==> src/rtl/noc_packet_injector_pkg.sv <==
// Package: noc_packet_injector_pkg
// Purpose: Shared definitions for the local-port packet injector. It holds the
//   packet type field that the router arbiter decodes, the descriptor length
//   width, the injector FSM states, and helper functions that give the bit
//   offsets of the routing-header fields for a given mesh coordinate width.
// Ports: none (package).
package noc_packet_injector_pkg;

  localparam int PACKET_TYPE_WIDTH = 2;
  localparam logic [PACKET_TYPE_WIDTH-1:0] ROUTING_HEADER = 2'b10;
  localparam int LEN_WIDTH = 8;

  typedef enum logic [1:0] {
    ST_IDLE,
    ST_HEADER,
    ST_PAYLOAD
  } inj_state_e;

  // Header fields are packed upward from bit 0 in this order: target y,
  // target x, source y, source x, then the payload length.
  function automatic int tgt_x_lsb(input int yw);
    return yw;
  endfunction

  function automatic int src_y_lsb(input int xw, input int yw);
    return xw + yw;
  endfunction

  function automatic int src_x_lsb(input int xw, input int yw);
    return xw + 2 * yw;
  endfunction

  function automatic int len_lsb(input int xw, input int yw);
    return 2 * (xw + yw);
  endfunction

endpackage

==> src/rtl/noc_packet_injector_rr_pick.sv <==
// Module: noc_packet_injector_rr_pick
// Purpose: Combinational round-robin selector. Starting one position after the
//   last grant and wrapping around, returns the first active request.
// Ports:
//   req_i     in  N  request vector
//   last_i    in  W  index of the previous grant
//   any_o     out 1  at least one request is active
//   winner_o  out W  index of the selected request (0 when any_o is low)
module noc_packet_injector_rr_pick #(
  parameter int N = 4,
  parameter int W = 2
) (
  input  logic [N-1:0] req_i,
  input  logic [W-1:0] last_i,
  output logic         any_o,
  output logic [W-1:0] winner_o
);

  logic [W-1:0] idx;

  // The previous grant itself is tried last, so a lone requester can still
  // win repeatedly.
  always_comb begin
    any_o    = 1'b0;
    winner_o = '0;
    idx      = '0;
    for (int i = 1; i <= N; i++) begin
      idx = W'((int'(last_i) + i) % N);
      if (!any_o && req_i[idx]) begin
        any_o    = 1'b1;
        winner_o = idx;
      end
    end
  end

endmodule

==> src/rtl/noc_packet_injector.sv <==
// Module: noc_packet_injector
// Purpose: Local-port packet source for a mesh router. Several requesters share
//   one router input; each packet is granted round-robin, sends one routing
//   header flit built from its descriptor, then passes its payload flits.
// Ports:
//   clk_i, rst_i                 clock, synchronous active-high reset
//   src_x_i, src_y_i             own router coordinates (static)
//   req_valid_i / req_ready_o    descriptor handshake per requester
//   req_x_i, req_y_i, req_len_i  packed descriptor fields per requester
//   data_in_t{valid,ready,data}  packed payload streams per requester
//   out_t{valid,ready,data}      stream to the router local input
//   current_grant_o              requester owning the output
//   busy_o                       packet in progress (header or payload)
//   err_zero_len_o               one-cycle pulse after a len==0 descriptor
module noc_packet_injector
  import noc_packet_injector_pkg::*;
#(
  parameter int DATA_WIDTH       = 32,
  parameter int REQ_NUMBER       = 4,
  parameter int REQ_NUMBER_WIDTH = $clog2(REQ_NUMBER),
  parameter int MAX_ROUTERS_X    = 4,
  parameter int MAX_ROUTERS_Y    = 4,
  parameter int XW               = $clog2(MAX_ROUTERS_X),
  parameter int YW               = $clog2(MAX_ROUTERS_Y)
) (
  input  logic                             clk_i,
  input  logic                             rst_i,
  input  logic [XW-1:0]                    src_x_i,
  input  logic [YW-1:0]                    src_y_i,
  input  logic [REQ_NUMBER-1:0]            req_valid_i,
  output logic [REQ_NUMBER-1:0]            req_ready_o,
  input  logic [REQ_NUMBER*XW-1:0]         req_x_i,
  input  logic [REQ_NUMBER*YW-1:0]         req_y_i,
  input  logic [REQ_NUMBER*LEN_WIDTH-1:0]  req_len_i,
  input  logic [REQ_NUMBER-1:0]            data_in_tvalid_i,
  output logic [REQ_NUMBER-1:0]            data_in_tready_o,
  input  logic [REQ_NUMBER*DATA_WIDTH-1:0] data_in_tdata_i,
  output logic                             out_tvalid_o,
  input  logic                             out_tready_i,
  output logic [DATA_WIDTH-1:0]            out_tdata_o,
  output logic [REQ_NUMBER_WIDTH-1:0]      current_grant_o,
  output logic                             busy_o,
  output logic                             err_zero_len_o
);

  localparam int TGT_X_LSB = tgt_x_lsb(YW);
  localparam int SRC_Y_LSB = src_y_lsb(XW, YW);
  localparam int SRC_X_LSB = src_x_lsb(XW, YW);
  localparam int LEN_LSB   = len_lsb(XW, YW);

  inj_state_e                  state_q, state_d;
  logic [REQ_NUMBER_WIDTH-1:0] grant_q, grant_d;
  logic [LEN_WIDTH-1:0]        cnt_q, cnt_d;
  logic [LEN_WIDTH-1:0]        len_q, len_d;
  logic [DATA_WIDTH-1:0]       hdr_q, hdr_d;
  logic                        err_q, err_d;

  logic [XW-1:0]         req_x_a    [REQ_NUMBER];
  logic [YW-1:0]         req_y_a    [REQ_NUMBER];
  logic [LEN_WIDTH-1:0]  req_len_a  [REQ_NUMBER];
  logic [DATA_WIDTH-1:0] data_in_a  [REQ_NUMBER];

  logic                        pick_any;
  logic [REQ_NUMBER_WIDTH-1:0] pick_win;
  logic                        arb_en;
  logic [DATA_WIDTH-1:0]       hdr_new;

  for (genvar g = 0; g < REQ_NUMBER; g++) begin : g_unpack
    assign req_x_a[g]   = req_x_i[g*XW +: XW];
    assign req_y_a[g]   = req_y_i[g*YW +: YW];
    assign req_len_a[g] = req_len_i[g*LEN_WIDTH +: LEN_WIDTH];
    assign data_in_a[g] = data_in_tdata_i[g*DATA_WIDTH +: DATA_WIDTH];
  end

  noc_packet_injector_rr_pick #(
    .N (REQ_NUMBER),
    .W (REQ_NUMBER_WIDTH)
  ) u_rr_pick (
    .req_i    (req_valid_i),
    .last_i   (grant_q),
    .any_o    (pick_any),
    .winner_o (pick_win)
  );

  // Routing header for the current arbitration winner; captured on acceptance.
  always_comb begin
    hdr_new = '0;
    hdr_new[DATA_WIDTH-1 -: PACKET_TYPE_WIDTH] = ROUTING_HEADER;
    hdr_new[LEN_LSB +: LEN_WIDTH]  = req_len_a[pick_win];
    hdr_new[SRC_X_LSB +: XW]       = src_x_i;
    hdr_new[SRC_Y_LSB +: YW]       = src_y_i;
    hdr_new[TGT_X_LSB +: XW]       = req_x_a[pick_win];
    hdr_new[0 +: YW]               = req_y_a[pick_win];
  end

  // Arbitration is open in IDLE and on the last payload handshake, which is
  // what lets a new header follow the previous packet without a bubble.
  always_comb begin
    state_d          = state_q;
    grant_d          = grant_q;
    cnt_d            = cnt_q;
    len_d            = len_q;
    hdr_d            = hdr_q;
    err_d            = 1'b0;
    arb_en           = 1'b0;
    req_ready_o      = '0;
    data_in_tready_o = '0;
    out_tvalid_o     = 1'b0;
    out_tdata_o      = '0;

    case (state_q)
      ST_IDLE: arb_en = 1'b1;
      ST_HEADER: begin
        out_tvalid_o = 1'b1;
        out_tdata_o  = hdr_q;
        if (out_tready_i) begin
          cnt_d   = len_q;
          state_d = ST_PAYLOAD;
        end
      end
      ST_PAYLOAD: begin
        out_tvalid_o              = data_in_tvalid_i[grant_q];
        out_tdata_o               = data_in_a[grant_q];
        data_in_tready_o[grant_q] = out_tready_i;
        if (out_tready_i && data_in_tvalid_i[grant_q]) begin
          cnt_d = cnt_q - LEN_WIDTH'(1);
          if (cnt_q == LEN_WIDTH'(1)) begin
            state_d = ST_IDLE;
            arb_en  = 1'b1;
          end
        end
      end
      default: state_d = ST_IDLE;
    endcase

    // A zero-length descriptor is consumed and flagged but starts no packet;
    // the pointer still moves so the next requester gets its turn.
    if (arb_en && pick_any) begin
      req_ready_o[pick_win] = 1'b1;
      grant_d               = pick_win;
      len_d                 = req_len_a[pick_win];
      hdr_d                 = hdr_new;
      if (req_len_a[pick_win] == '0) begin
        err_d   = 1'b1;
        state_d = ST_IDLE;
      end else begin
        state_d = ST_HEADER;
      end
    end
  end

  always_ff @(posedge clk_i) begin
    if (rst_i) begin
      state_q <= ST_IDLE;
      grant_q <= '0;
      cnt_q   <= '0;
      len_q   <= '0;
      hdr_q   <= '0;
      err_q   <= 1'b0;
    end else begin
      state_q <= state_d;
      grant_q <= grant_d;
      cnt_q   <= cnt_d;
      len_q   <= len_d;
      hdr_q   <= hdr_d;
      err_q   <= err_d;
    end
  end

  assign current_grant_o = grant_q;
  assign busy_o          = (state_q != ST_IDLE);
  assign err_zero_len_o  = err_q;

endmodule

==> config.mk <==
export PLATFORM = sky130hd
export DESIGN_NAME = noc_packet_injector
export DESIGN_NICKNAME = d
export VERILOG_FILES = /design/src/rtl/noc_packet_injector_pkg.sv /design/src/rtl/noc_packet_injector_rr_pick.sv /design/src/rtl/noc_packet_injector.sv
export SDC_FILE = /design/constraint.sdc
export NUM_CORES = 1
export LEC_CHECK = 0
export ABC_AREA = 1
export BUFFER_PORTS_ARGS = -buffer_cell sky130_fd_sc_hd__buf_2
export CELL_PAD_IN_SITES_DETAIL_PLACEMENT = 0
export CELL_PAD_IN_SITES_GLOBAL_PLACEMENT = 1
export CORE_UTILIZATION = 26
export DETAILED_ROUTE_END_ITERATION = 12
export GPL_ROUTABILITY_DRIVEN = 0
export PLACE_DENSITY = 0.88
export SLEW_MARGIN = 20
export SYNTH_ARGS = -nofsm -noshare
export SYNTH_HDL_FRONTEND = slang
export SYNTH_SLANG_ARGS = --single-unit
export TNS_END_PERCENT = 30
==> constraint.sdc <==
create_clock -name clk_i -period 3.4 [get_ports clk_i]
set_clock_uncertainty 0.2 [all_clocks]
set_input_delay 0.68 -clock clk_i [delete_from_list [all_inputs] [get_ports clk_i]]
set_output_delay 0.68 -clock clk_i [all_outputs]
set_load 0.01 [all_outputs]
---- Word level (Yosys, flattened, before mapping) ----
Index checks and enable logic that the tools add are counted.
storage, ports and cells
  output and inout bits ................... 45
  logic and storage cells ................. 102
  flip-flop bits (word level) ............. 38
  input port bits ......................... 191
operators by class
  reduce and logical (&&, ||, !) cells .... 17
  multiplexer cells ....................... 51
  $add $sub $neg .......................... 5
  $lt $le $gt $ge ......................... 10
  eq/ne operators ......................... 9
  bitwise gates (word level) .............. 4
operators with widths
  cell                 number
  $bmux 32 s2          1
  $mux 32              2
  $pmux 32 s2          1
  $mux 8               4
  $mux 2               12
  $lt 2x3->1 const B   6
  $bmux 8 s2           1
  $pmux 8 s2           1
  $mux 1               15
  $bmux 1 s2           5
  $ne 3x3->1 const B   3
  $bmux 2 s2           2
  $eq 8x1->1 const B   1
  $logic_not 8->1      1
  $mux 4               2
  $sub 8x1->8 const B  1
  $logic_and 1x1->1    7
  $ge 3x3->1 const B   2
  $ne 2x2->1 const B   3
  $not 2->3            2
  $pmux 2 s3           1
  $add 2x1->2 const B  2
  $add 2x2->2 const B  2
  $and 4x4->4          1
  other kinds (12)     18

---- Longest topological paths before layout ----
  depth in word-level cells ............... 20
  depth in mapped cells ................... 22
  depth with buffers taken out ............ 19

---- Hierarchy ----
From an unflattened synthesis, not the netlist that was laid out.
unflattened totals
  cell total of the unflattened synthesis .. 554
  area total of the unflattened synthesis .. 3309.4 µm²
modules (own cells, without submodules)
  module                       instances  sequential area each (µm²)  cells each  area an instance (µm²)
  noc_packet_injector          1          600.6                       505         3019.1
  noc_packet_injector_rr_pick  1          0.0                         49          290.3

---- Least setup slack after synthesis ----
No wires, ideal clock.
  path kind ............................... reg2out
  from .................................... reg grant_q[0] (netlist: current_grant_o[0])
  to ...................................... out req_ready_o[1]
  required time ........................... 2.520 ns
  slack ................................... 0.012 ns
  stages on the path, launching flop included .. 15
  data arrival time ....................... 2.508 ns
  path through ............................ dfxtp_1 > inv_2 > clkbuf_1 > clkbuf_1 > ha_1 > inv_1 > nand3_1 > nand2_2 > nand4_4 > nand2_2 > nand2_4 > nand2_4 > inv_1 > buf_4 > nor3_1
on the way
  longest elaborated chain between the ends .. 18
  elaborated cells between the ends (all ways) .. 38
  classes of those cells .................. add/sub (4); order compare (2); mux (23); reduce/logical (9)
RTL lines
  element                                                                line                               text
  start: declaration                                                     noc_packet_injector.sv:52          logic [REQ_NUMBER_WIDTH-1:0] grant_q, grant_d;
  start signal: assignment                                               noc_packet_injector.sv:162         grant_q <= grant_d;
  $add 2x1->2                                                            noc_packet_injector_rr_pick.sv:28  idx = W'((int'(last_i) + i) % N);
  $bmux 1 s2                                                             noc_packet_injector_rr_pick.sv:29  if (!any_o && req_i[idx]) begin
  $mux 1 (implied by the code)                                           noc_packet_injector_rr_pick.sv:29
  $mux 1                                                                 noc_packet_injector_rr_pick.sv:29
  $logic_not 1->1                                                        noc_packet_injector_rr_pick.sv:29
  $logic_and 1x1->1                                                      noc_packet_injector_rr_pick.sv:29
  $mux 1                                                                 noc_packet_injector_rr_pick.sv:29
  $logic_not 1->1                                                        noc_packet_injector_rr_pick.sv:29
  [... 2 more ...]                                                       -
  $logic_not 1->1                                                        noc_packet_injector_rr_pick.sv:29
  $logic_and 1x1->1                                                      noc_packet_injector_rr_pick.sv:29
  $mux 2                                                                 noc_packet_injector_rr_pick.sv:29
  $lt 2x3->1 (implied by the code) / $ge 2x1->1 (equally long branches)  noc_packet_injector.sv:139         req_ready_o[pick_win] = 1'b1;
  $logic_and 1x1->1 (implied by the code)                                noc_packet_injector.sv:139
  $mux 1 (implied by the code)                                           noc_packet_injector.sv:139
  $demux 1 s2                                                            noc_packet_injector.sv:139
  $mux 4 *                                                               noc_packet_injector.sv:138         if (arb_en && pick_any) begin
  end: declaration                                                       noc_packet_injector.sv:31          output logic [REQ_NUMBER-1:0] req_ready_o,
Every way passes the cells marked *; elsewhere a longest branch is shown, timed or not. The select of a mux whose other input is x is not followed.

---- Final worst setup path ----
  from .................................... reg grant_q[0] (netlist: current_grant_o[0])
  to ...................................... out out_tdata_o[8]
on the way
  longest elaborated chain between the ends .. 5
RTL lines
  element                                      line                        text
  $not 2->3 (implied by the code)              noc_packet_injector.sv:123  out_tdata_o = data_in_a[grant_q];
  $bmux 32 s2                                  noc_packet_injector.sv:123
  $mux 32 (implied by the code) (2 in series)  noc_packet_injector.sv:123
  $pmux 32 s2                                  noc_packet_injector.sv:111  case (state_q)
  end: declaration                             noc_packet_injector.sv:40   output logic [DATA_WIDTH-1:0] out_tdata_o,
Every way passes these cells. The select of a mux whose other input is x is not followed.

==> results.toml <==
[cells_and_area]
final_common_cell = "buf_2"
multi_input_comb_area_mm2 = 0.00240
num-nets-final = 1032
nFillCells = 1415
ff_latch_area_um2 = 602
syn_to_final_growth_pct = 41.1
drive_gt1_share_pct = 33.9
mostFrequentLayoutCells = "buf_2, nor2_1, o21ai_0, nand2_1, nand3_1"
utilization_pct = 38.0

[clock_network]
cts_tree = "yes"
ctsHoldBuffers = 0
cts.path.max_buffers = 2
clk_pin_slew_ns = 0.05
cts_resized = 0
clock_latency_ns = 0.27
htreeDepth = 2
cts_made_buffers = 5
postCtsSetupBuffers = 0
cts_sinks = 30
clock-root-buffer = "clkbuf_16"

[power_and_ir_drop]
irDropWorstVdd_v = 0.000416
p_sw_uw = 2320
p_total_uw = 4160
p_seq_share_pct = 14.2
power_density_mw_per_mm2 = 856
intPower_uw = 1840
share_comb_of_total_power_pct = 75.2
swShare_pct = 55.8
p_clk_share_pct = 10.6
leakagePower_uw = 0.00261

[floorplanning]
core_mm2 = 0.0128
start_util_pct = 27.0
dieArea_mm2 = 0.0137
die_h_um = 117
die_w_um = 117
rows = 41
io_pins = 236

[job]
cap_violations = 0

[yosys]
yosys.area.top_type = "dfxtp_1"
syn_nets = 822
syn-instance-count = 621
synth_seq_area_share_pct = 17.4
synth_seq_cells = 30
synth.avg_cell_area_um2 = 5.54
syn_area_mm2 = 0.00344
yosys_warnings = 0
netlist_top_cells_area = "dfxtp_1, nor2_1, o21ai_0, nand2_1, nand3_1"
ys_types = 37
synth_top_cell_area_share_pct = 17.4

[sta]
rsz0062_at_grt = "false"
hold_viol = 0
fmax_ghz = 0.318
setup_viol = 0
finalSetupTns_ns = 0
layout_min_cycle_time_ns = 3.15
drv_slew = 0
tightestPinTransition_ns = 0.632
max_slew_margin_pct = 57.8
post-route-period-util_pct = 92.6

[detailed_routing]
postRouteAntennaNets = 0
route.detailed.drc = 0
drt-initial-drc-count = 318
via_per_inst = 4.79
dr.pass1.iters = 4
via_count = 4815
wl_per_cell_um = 14.0
wirelength_mm = 14.1

[worst_setup_path]
crit_slowest_cell = "buf_4"
cp.arrival_ns = 2.27
start_kind = "flip-flop"
path_cells = "buf_4 > buf_4 > o21ai_0 > o22ai_1 > nand3_1 > o21ai_0 > buf_2"
slowest_delay_ns = 0.46
reg2reg_to = "err_zero_len_o"
cp-endpoint = "out_tdata_o[8]"
reg2reg_setup_slack_ns = 0.70
endpoint_kind = "output pin"
critical_path_class = "reg2out"
timing.critical_path.from = "current_grant_o[0]"
critical_path_required_ns = 2.52
reg2regPathDepth = 17
cp_max_fo = 48
reg2reg_from = "current_grant_o[1]"

[grt]
grt_pass1_wl_mm = 20.4
antenna_found_initial = 0
grt_overflow = 0
grt_pass1_vias = 4207
grtUsageTotal_pct = 19.1
grt_max_degree = 67

[placement]
dp_hpwl_mm = 11.3
io_buffers = 235

[worst_hold_path]
holdCritPathClass = "reg2reg"

[run_status]
outcome = "finished, final reports clean"
==> routing by layer <==
layer / part of all wire [%] / GRT usage (%) / vias to the layer above
met4: 1.2 / 3.46 / 0
met5: 0 / 0 / -
met1: 43 / 23.1 / 2144
li1: - / - / 2480
met3: 6.9 / 2.88 / 14
met2: 49 / 35.7 / 177
==> worst min-delay path by stage <==
stage                     startpoint         to  slack (ns)  cells past startpoint
after floorplan            hdr_q[31]  hdr_q[31]        0.23                      2
after global placement     hdr_q[31]  hdr_q[31]        0.25                      2
after detailed placement   hdr_q[31]  hdr_q[31]        0.25                      2
after CTS                  hdr_q[31]  hdr_q[31]        0.26                      2
after global routing       hdr_q[31]  hdr_q[31]        0.28                      2
final                      hdr_q[31]  hdr_q[31]        0.25                      2
==> through the flow <==
step / setup slack, ns / hold slack [ns] / area, um2 / instances
5_1_grt: 0.0480 / 0.284 / 4860 / 1004
3_3_place_gp: 0.530 / 0.251 / 4710 / 996
6_report: 0.251 / 0.254 / 4860 / 1005
2_1_floorplan: 0.0116 / 0.231 / 3440 / 621
4_1_cts: 0.231 / 0.256 / 4860 / 1004
3_5_place_dp: 0.530 / 0.250 / 4710 / 996
==> kinds of logic after synthesis <==
kind of cell | after synthesis | share of synthesized area [%]
buf+inv | 100 | 12.7
xor+xnor | 2 | 0.509
compound gates | 169 | 27.1
flops | 30 | 17.4
fa+ha+maj | 10 | 3.63
simple gates | 310 | 38.6
==> power by group through the flow <==
stage / sequential, uW / combinational (uW) / clock (uW)
finish: 592 / 3130 / 440
global route: 604 / 3530 / 463
CTS: 589 / 3140 / 444
detailed placement: 594 / 3120 / 0
global placement: 591 / 3120 / 0
floorplan: 574 / 2330 / 0
==> synth_stat cells <==
cell type  number
inv_1          46
inv_2           6
nand3_1        64
nand3_2         3
clkbuf_1       26
nor2_2          1
o21ai_2         1
buf_2           6
nor3_1          3
nand2_4         2
o221a_2         1
inv_4           1
buf_1           5
clkinv_1        1
o22a_1          1
xor2_1          1
buf_4           4
nand3b_1        1
buf_6           5
nand4_4         1
o21ai_1         5
a211oi_1        2
a221oi_1        1
o22ai_1        17
or2_0           1
nand2_1        92
o211ai_1        8
dfxtp_1        30
nand2_2         9
o21ai_0        94
a21oi_1        32
a31oi_1         1
ha_1           10
nor2_1        133
xnor2_1         1
o221ai_1        5
o31ai_1         1
==> state kept, by name, summed over array words and instances, names as in the netlist <==
name / flops
cnt_q: 8
state_q: 2
hdr_q: 10
len_q: 7
err_zero_len_o: 1
current_grant_o: 2
==> layout make-up <==
class | count | share of cell area, %
timing repair buffer | 249 | 26.4
antenna | 1 | 0.0515
sequential | 30 | 12.4
clock inverter | 1 | 0.103
inverter | 54 | 4.22
tap | 172 | 4.43
clock buffer | 7 | 2.94
multi-input combinational | 491 | 49.5
==> worst max-delay path: cells and delay by family, from the launching register on <==
kind / cells / cell delay, ns
and+or+nand+nor: 1 / 0.12
AOI/OAI and AO/OA: 3 / 0.57
DFF: 1 / 0.33
buffers and inverters: 3 / 0.95
Power figures use the tool's default switching activity.
